### config.mk
export PLATFORM = sky130hd
export DESIGN_NAME = lfsr_decrypt
export DESIGN_NICKNAME = d
export VERILOG_FILES = /design/src/rtl/lfsr_decrypt.sv
export SDC_FILE = /design/constraint.sdc
export NUM_CORES = 1
export LEC_CHECK = 0
export BUFFER_PORTS_ARGS = -buffer_cell sky130_fd_sc_hd__buf_2
export CORE_ASPECT_RATIO = 1.25
export CORE_MARGIN = 2
export CORE_UTILIZATION = 45
export DETAILED_ROUTE_END_ITERATION = 12
export PLACE_DENSITY = 0.68
export SLEW_MARGIN = 20
export SYNTH_ARGS = -nofsm -noshare
export SYNTH_HDL_FRONTEND = slang
export SYNTH_SLANG_ARGS = --single-unit
### constraint.sdc
create_clock -name clk -period 3.2 [get_ports clk]
set_clock_uncertainty 0.15 [all_clocks]
set_input_delay 0.64 -clock clk [delete_from_list [all_inputs] [get_ports clk]]
set_output_delay 0.64 -clock clk [all_outputs]
set_load 0.01 [all_outputs]
### src/rtl/lfsr_decrypt.sv
// LFSR stream decryptor: reads taps and seed from memory, decrypts MSG_LEN bytes, strips the space preamble, pads with spaces.
// One byte per cycle in DEC; done rises MSG_LEN+2+s edges after start is accepted. No backpressure, start ignored while busy.
module lfsr_decrypt #(
  parameter int AW       = 8,
  parameter int TAP_ADDR = 1,
  parameter int CT_BASE  = 128,
  parameter int OUT_BASE = 0,
  parameter int MSG_LEN  = 64,
  parameter int PRE_MAX  = 12
) (
  input  logic          clk,
  input  logic          reset,
  input  logic          start,
  output logic          done,
  output logic [AW-1:0] raddr,
  input  logic [7:0]    data_in,
  output logic          write_en,
  output logic [AW-1:0] waddr,
  output logic [7:0]    data_out
);

  localparam int IW = $clog2(MSG_LEN);
  localparam int SW = $clog2(PRE_MAX + 1);

  typedef enum logic [2:0] {IDLE, RD_TAPS, SEED, DEC, PAD, DONE} state_t;

  state_t        state, state_nxt;
  logic [4:0]    taps, lfsr, lfsr_nxt;
  logic [IW-1:0] i, wp;
  logic [SW-1:0] s;
  logic          strip;
  logic [7:0]    plain;
  logic          strip_hit;
  logic          i_last, wp_last;

  assign lfsr_nxt  = {lfsr[3:0], ^(lfsr & taps)};
  assign plain     = data_in ^ {3'b000, lfsr};
  assign strip_hit = strip && (plain == 8'h20) && (s < SW'(PRE_MAX));
  assign i_last    = (i == IW'(MSG_LEN - 1));
  assign wp_last   = (wp == IW'(MSG_LEN - 1));

  always_comb begin
    state_nxt = state;
    raddr     = '0;
    write_en  = 1'b0;
    waddr     = '0;
    data_out  = '0;
    case (state)
      IDLE: begin
        if (start) state_nxt = RD_TAPS;
      end
      RD_TAPS: begin
        raddr     = AW'(TAP_ADDR);
        state_nxt = SEED;
      end
      SEED: begin
        raddr     = AW'(CT_BASE);
        state_nxt = DEC;
      end
      DEC: begin
        raddr = AW'(CT_BASE) + AW'(i);
        if (!strip_hit) begin
          write_en = 1'b1;
          waddr    = AW'(OUT_BASE) + AW'(wp);
          data_out = plain;
        end
        // The last byte can never be stripped (s stays far below MSG_LEN), so registered s is final here.
        if (i_last) state_nxt = (s != '0) ? PAD : DONE;
      end
      PAD: begin
        write_en = 1'b1;
        waddr    = AW'(OUT_BASE) + AW'(wp);
        data_out = 8'h20;
        if (wp_last) state_nxt = DONE;
      end
      DONE: begin
        state_nxt = IDLE;
      end
      default: state_nxt = IDLE;
    endcase
  end

  always_ff @(posedge clk) begin
    if (reset) begin
      state <= IDLE;
      done  <= 1'b0;
      taps  <= '0;
      lfsr  <= '0;
      i     <= '0;
      wp    <= '0;
      s     <= '0;
      strip <= 1'b0;
    end else begin
      state <= state_nxt;
      case (state)
        IDLE: begin
          if (start) done <= 1'b0;
        end
        RD_TAPS: taps <= data_in[4:0];
        SEED: begin
          // Preamble byte is 0x20, whose low five bits are zero, so the ciphertext low bits are the seed.
          lfsr  <= data_in[4:0];
          i     <= '0;
          wp    <= '0;
          s     <= '0;
          strip <= 1'b1;
        end
        DEC: begin
          lfsr <= lfsr_nxt;
          i    <= i + IW'(1);
          if (strip_hit) begin
            s <= s + SW'(1);
          end else begin
            wp    <= wp + IW'(1);
            strip <= 1'b0;
          end
        end
        PAD: wp <= wp + IW'(1);
        default: ;
      endcase
      if (state_nxt == DONE) done <= 1'b1;
    end
  end

endmodule

==> results.cfg, run 1 <==
[clock_tree]
cts-buffers-inserted = 5
post_cts_resize_count = 0
cts.reportedPaths.clkPinSlew_ns = 0.06
postCtsSetupRepairBufs = 0
cts_hold_repair.buffers = 0
ctsRootBufferMaster = clkbuf_8
cts-htree-levels = 2
max-clock-path-buffers = 2
clock_latency_ns = 0.28
numClockSinks = 31
cts_tree = built

[floorplanning]
dieHeight_um = 74.9
core_area_um2 = 3820
row_count = 25
die_width_um = 60.7
io_pins = 37
die_area_um2 = 4550
initial_core_util_pct = 47.4

[placement]
postPlaceCellArea_um2 = 1990
io_buffer_count = 33
detailed_place_hpwl_um = 2960
finalWeightedCongestion = 0.814

[critical_path]
ff2ff_setup_slack_ns = 1.22
end_kind = output pin
critPathKind = in -> out
worstPathMaxFanout = 8
timing.critical_path.from_type = primary input
crit_arrival_ns = 1.91
cp_data_required_time_ns = 2.41

[synth]
number_of_storage_elements_in_the_synthesis_netlist = 31
synth.distinct_cells = 45
post_synth_main_area_contributors = dfxtp_1 (34%), mux2i_1 (6.6%), nor2_1 (6.6%)
synth-warning-count = 0
synth_largest_area_cell = dfxtp_1
post_synth_most_frequent_cells = nor2_1 (32), dfxtp_1 (31), nand2_1 (20), a21oi_1 (16), mux2i_1 (12)
mappedNetlistArea_um2 = 1810
synth_top_cell_area_share_pct = 34.3
postSynth.topFlopCell = dfxtp_1
yosys.cell_count.top_type = nor2_1
cells_after_synth = 220
seq_area_frac_synth_pct = 34.3
average_cell_area_after_synthesis_um2 = 8.22
synth_enable_flop_cells = 0
synth_async_sr_flop_share_pct = 0

[global_routing]
gr-total-overflow = 0
antenna_found_initial = 0
met1_usage_pct = 24.6
grt_first_pass_wirelength_um = 6680
tot_gr_track_use_pct = 19.7
grt_max_degree = 31
globalRouteMet2Util_pct = 31.8
first_global_vias = 1456
global_route_met3_utilization_pct = 5.67
top_usage_layer = met2

[sta]
max_slew.worst_pin.slew_ns = 0.562
report.final.setup_viol = 0
final_max_slew_viol_count = 0
final_hold_viols = 0
unrepaired_setup_endpoints_after_global_routing = no
setup-tns-final_ns = 0
finalCriticalPeriod_ns = 2.70
timing.final.crit_share_pct = 84.2
timing.max_slew.rel_slack_pct = 62.5
max_freq_mhz = 371

[finish]
multiInputGateArea_um2 = 1100
finish.utilization_pct = 54.4
final_cell_area_um2 = 2080
final_net_count = 266
diode_insertion_count_for_antenna_repair = 0
area_growth_syn_to_layout_pct = 14.8
drive_above_1_share_pct = 23.1
register_area_um2 = 621
fillCellCount = 377

[hold_path]
min_path_type = reg -> reg

[power]
totalPowerFinal_mw = 0.875
leakagePower_nw = 0.887
ir_drop_uv = 300
power_density_nw_per_um2 = 421

[detailed_routing]
route.vias.total = 1618
post_drt_wl_per_cell_um = 13.2
antenna_violating_nets_post_route = 0
detailedRoute.firstIterationViolations = 64
post_drt_via_cell_ratio = 5.30
route.detailed.drc = 0
drt-pass1-iter-count = 4
wl_um = 4030

[run]
max_cap_violations = 0

[outcome]
run_status = finished, final reports clean
==> per-layer routing <==
layer  up-vias  part of all wire (%)
met5         -                     0
met4         0                   2.5
met3        10                   4.2
met2        43                    47
met1       738                    47
li1        827                     -
==> power breakdown <==
part           internal, mW  switching, mW
registers             0.403         0.0213
clock network         0.169          0.146
logic                0.0564         0.0803
==> worst paths after layout <==
kind | startpoint | end | cells after the start
setup / recovery | data_in[6] | waddr[4] | 7
setup reg to reg | state[0] | wp[2] | 5
hold reg to reg | strip | strip | 2
hold / removal | strip | strip | 2
==> cells by family (layout without fill, tap and decap cells) <==
logic type      count (synthesis)  count (layout)  share of synthesized area [%]
compound gates                 46              46                           17.9
other cells                     1               3                          0.207
mux                            12              12                           6.64
buf+inv                        18              47                           5.46
flops                          31              31                           34.3
xor+xnor                        8               8                           4.63
simple gates                  100             100                           28.1
fa+ha+maj                       4               4                           2.77
==> area by class of cell <==
| cell class | count | share of cell area (%) |
|---|---|---|
| clock buffer | 6 | 3.98 |
| multi-input combinational | 173 | 52.8 |
| timing repair buffer | 36 | 9.04 |
| inverter | 4 | 0.783 |
| clock inverter | 1 | 0.241 |
| tap | 54 | 3.25 |
| sequential | 31 | 29.9 |
==> sequential cells by signal, summed over array words and instances (netlist names) <==
signal	cells
done	1
i	6
lfsr	5
s	4
state	3
strip	1
taps	5
wp	6
==> stage by stage <==
stage	setup WS (ns)	instances	hold slack [ns]
after floorplan	0.649	222	0.299
after global placement	0.502	298	0.312
after detailed placement	0.504	298	0.322
after CTS	0.501	305	0.336
after global routing	0.436	305	0.372
final	0.505	305	0.331
==> critical path, cell delays in order <==
cell and delay, ns:
buf_2 0.10, and4bb_2 0.30, and4_4 0.26, and2_2 0.23, o21ai_4 0.09, and2_1 0.16
buf_2 0.13
==> cells in the final DEF (no fill, tap or decap), types with 4 or more instances in the layout <==
cell type / Yosys / final
a211oi_1: 5 / 5
a21oi_1: 16 / 16
a311oi_1: 4 / 4
a31oi_1: 4 / 4
and2_1: 8 / 8
and3_1: 8 / 8
buf_2: 2 / 33
clkbuf_8: 0 / 6
dfxtp_1: 31 / 31
ha_1: 4 / 4
mux2i_1: 12 / 12
nand2_1: 20 / 20
nand3_1: 8 / 8
nor2_1: 32 / 32
nor2_2: 4 / 4
nor3_1: 4 / 4
o21ai_0: 5 / 5
xnor2_1: 7 / 7
Power figures use the tool's default switching activity.
==> inputs of run 2 (changes only) <==
==> constraint.sdc (replaced) <==
create_clock -name clk -period 2.7 [get_ports clk]
set_clock_uncertainty 0.15 [all_clocks]
set_input_delay 0.54 -clock clk [delete_from_list [all_inputs] [get_ports clk]]
set_output_delay 0.54 -clock clk [all_outputs]
set_load 0.01 [all_outputs]
==> results.cfg, run 2 (synthesis results as in run 1) <==
[outcome]
run_status = finished, final reports clean

[floorplanning]
die_width_um = 60.7
initial_core_util_pct = 47.4
row_count = 25
core_area_um2 = 3820
io_pins = 37
dieHeight_um = 74.9
die_area_um2 = 4550

[sta]
unrepaired_setup_endpoints_after_global_routing = no
final_hold_viols = 0
finalCriticalPeriod_ns = 2.43
max_slew.worst_pin.slew_ns = 0.548
final_max_slew_viol_count = 0
timing.final.crit_share_pct = 90.1
setup-tns-final_ns = 0
max_freq_mhz = 411
timing.max_slew.rel_slack_pct = 63.4
report.final.setup_viol = 0

[critical_path]
crit_arrival_ns = 1.74
worstPathMaxFanout = 8
critPathLaunch = data_in[0]
path_cells = buf_2, xnor2_1, and4_4, and2_2, o21ai_4, and2_1, buf_2
critPathKind = in -> out
timing.rr.start = state[0]
reg2reg_depth = 5
timing.critical_path.from_type = primary input
timing.rr.end = wp[4]
crit_path_top_delay_cell = and4_4
end_kind = output pin
worst_path_most_repeated_cell = buf_2
critical-path-max-stage-delay_ns = 0.30
ff2ff_setup_slack_ns = 0.85
cp_data_required_time_ns = 2.01

[global_routing]
grt_first_pass_wirelength_um = 6740
tot_gr_track_use_pct = 19.8
antenna_found_initial = 0
gr-total-overflow = 0
grt_max_degree = 31
first_global_vias = 1530

[detailed_routing]
antenna_violating_nets_post_route = 0
post_drt_wl_per_cell_um = 13.6
wl_um = 4150
route.detailed.drc = 0
detailedRoute.firstIterationViolations = 58
drt-pass1-iter-count = 4
post_drt_via_cell_ratio = 5.35
route.vias.total = 1637

[clock_tree]
cts.reportedPaths.clkPinSlew_ns = 0.06
postCtsSetupRepairBufs = 0
ctsRootBufferMaster = clkbuf_8
cts_hold_repair.buffers = 0
cts-htree-levels = 2
clock_latency_ns = 0.28
cts-buffers-inserted = 5
post_cts_resize_count = 0
numClockSinks = 31
max-clock-path-buffers = 2
cts_tree = built

[finish]
mostFrequentLayoutCells = buf_2 (33), nor2_1 (32), dfxtp_1 (31)
multiInputGateArea_um2 = 1100
diode_insertion_count_for_antenna_repair = 0
finish.utilization_pct = 54.4
final_net_count = 268
final_common_cell = buf_2
biggestRegsByFlops = i: 6 flops, wp: 6 flops
register_area_um2 = 621
area_growth_syn_to_layout_pct = 14.8
fillCellCount = 403
drive_above_1_share_pct = 23.0

[hold_path]
worstHoldPathCells = 2
min_path_type = reg -> reg
hold_path_end = strip
hold_path.startpoint = strip

[placement]
io_buffer_count = 33
finalWeightedCongestion = 0.813
detailed_place_hpwl_um = 2980

[run]
max_cap_violations = 0

[power]
totalPowerFinal_mw = 1.00
ir_drop_uv = 382
power_density_nw_per_um2 = 482
leakagePower_nw = 0.887
-- run 2: per-layer routing --
layer / routed length, um / global-route usage (%) / vias to the layer above / share of wire [%]
li1: - / - / 830 / -
met5: 0 / 0 / - / 0
met4: 51 / 7.49 / 0 / 1.2
met2: 2040 / 34.2 / 36 / 49
met1: 1900 / 23.6 / 767 / 46
met3: 162 / 4.81 / 4 / 3.9
-- run 2: cell type report --
type	count	share of cell area [%]
clock buffers	6	3.49
inverters	4	0.783
multi-input cells	173	52.8
flip-flops and latches	31	29.9
well taps	54	3.25
repair buffers	38	9.76
-- run 2: worst max-delay path, delay by kind of cell --
kind                   cells  cell delay [ns]
AO/OA/AOI/OAI              1             0.07
XOR/XNOR                   1             0.24
buffers and inverters      2             0.25
AND/OR/NAND/NOR            3             0.64
-- run 2: worst max path at each step --
stage          endpoint  slack (ns)  cells after the start
2_1_floorplan  waddr[0]        0.35                      6
3_3_place_gp   waddr[0]        0.27                      7
3_5_place_dp   waddr[3]        0.26                      7
4_1_cts        waddr[3]        0.27                      7
5_1_grt        waddr[2]        0.17                      6
6_report       waddr[2]        0.27                      7
-- run 2: through the flow --
stage / hold slack [ns] / setup WS, ns / cell area (um^2) / std cells
4_1_cts: 0.343 / 0.267 / 2080 / 306
3_5_place_dp: 0.329 / 0.264 / 2000 / 300
6_report: 0.334 / 0.266 / 2080 / 306
5_1_grt: 0.374 / 0.166 / 2080 / 306
3_3_place_gp: 0.321 / 0.269 / 2000 / 300
2_1_floorplan: 0.299 / 0.349 / 1820 / 222
-- run 2: power by group --
group	leakage (nW)	switching [mW]	total (mW)	internal, mW
logic	0.598	0.0987	0.167	0.0687
registers	0.252	0.0241	0.502	0.478
clock network	0.0371	0.160	0.331	0.171
total	0.887	0.283	1.00	0.718
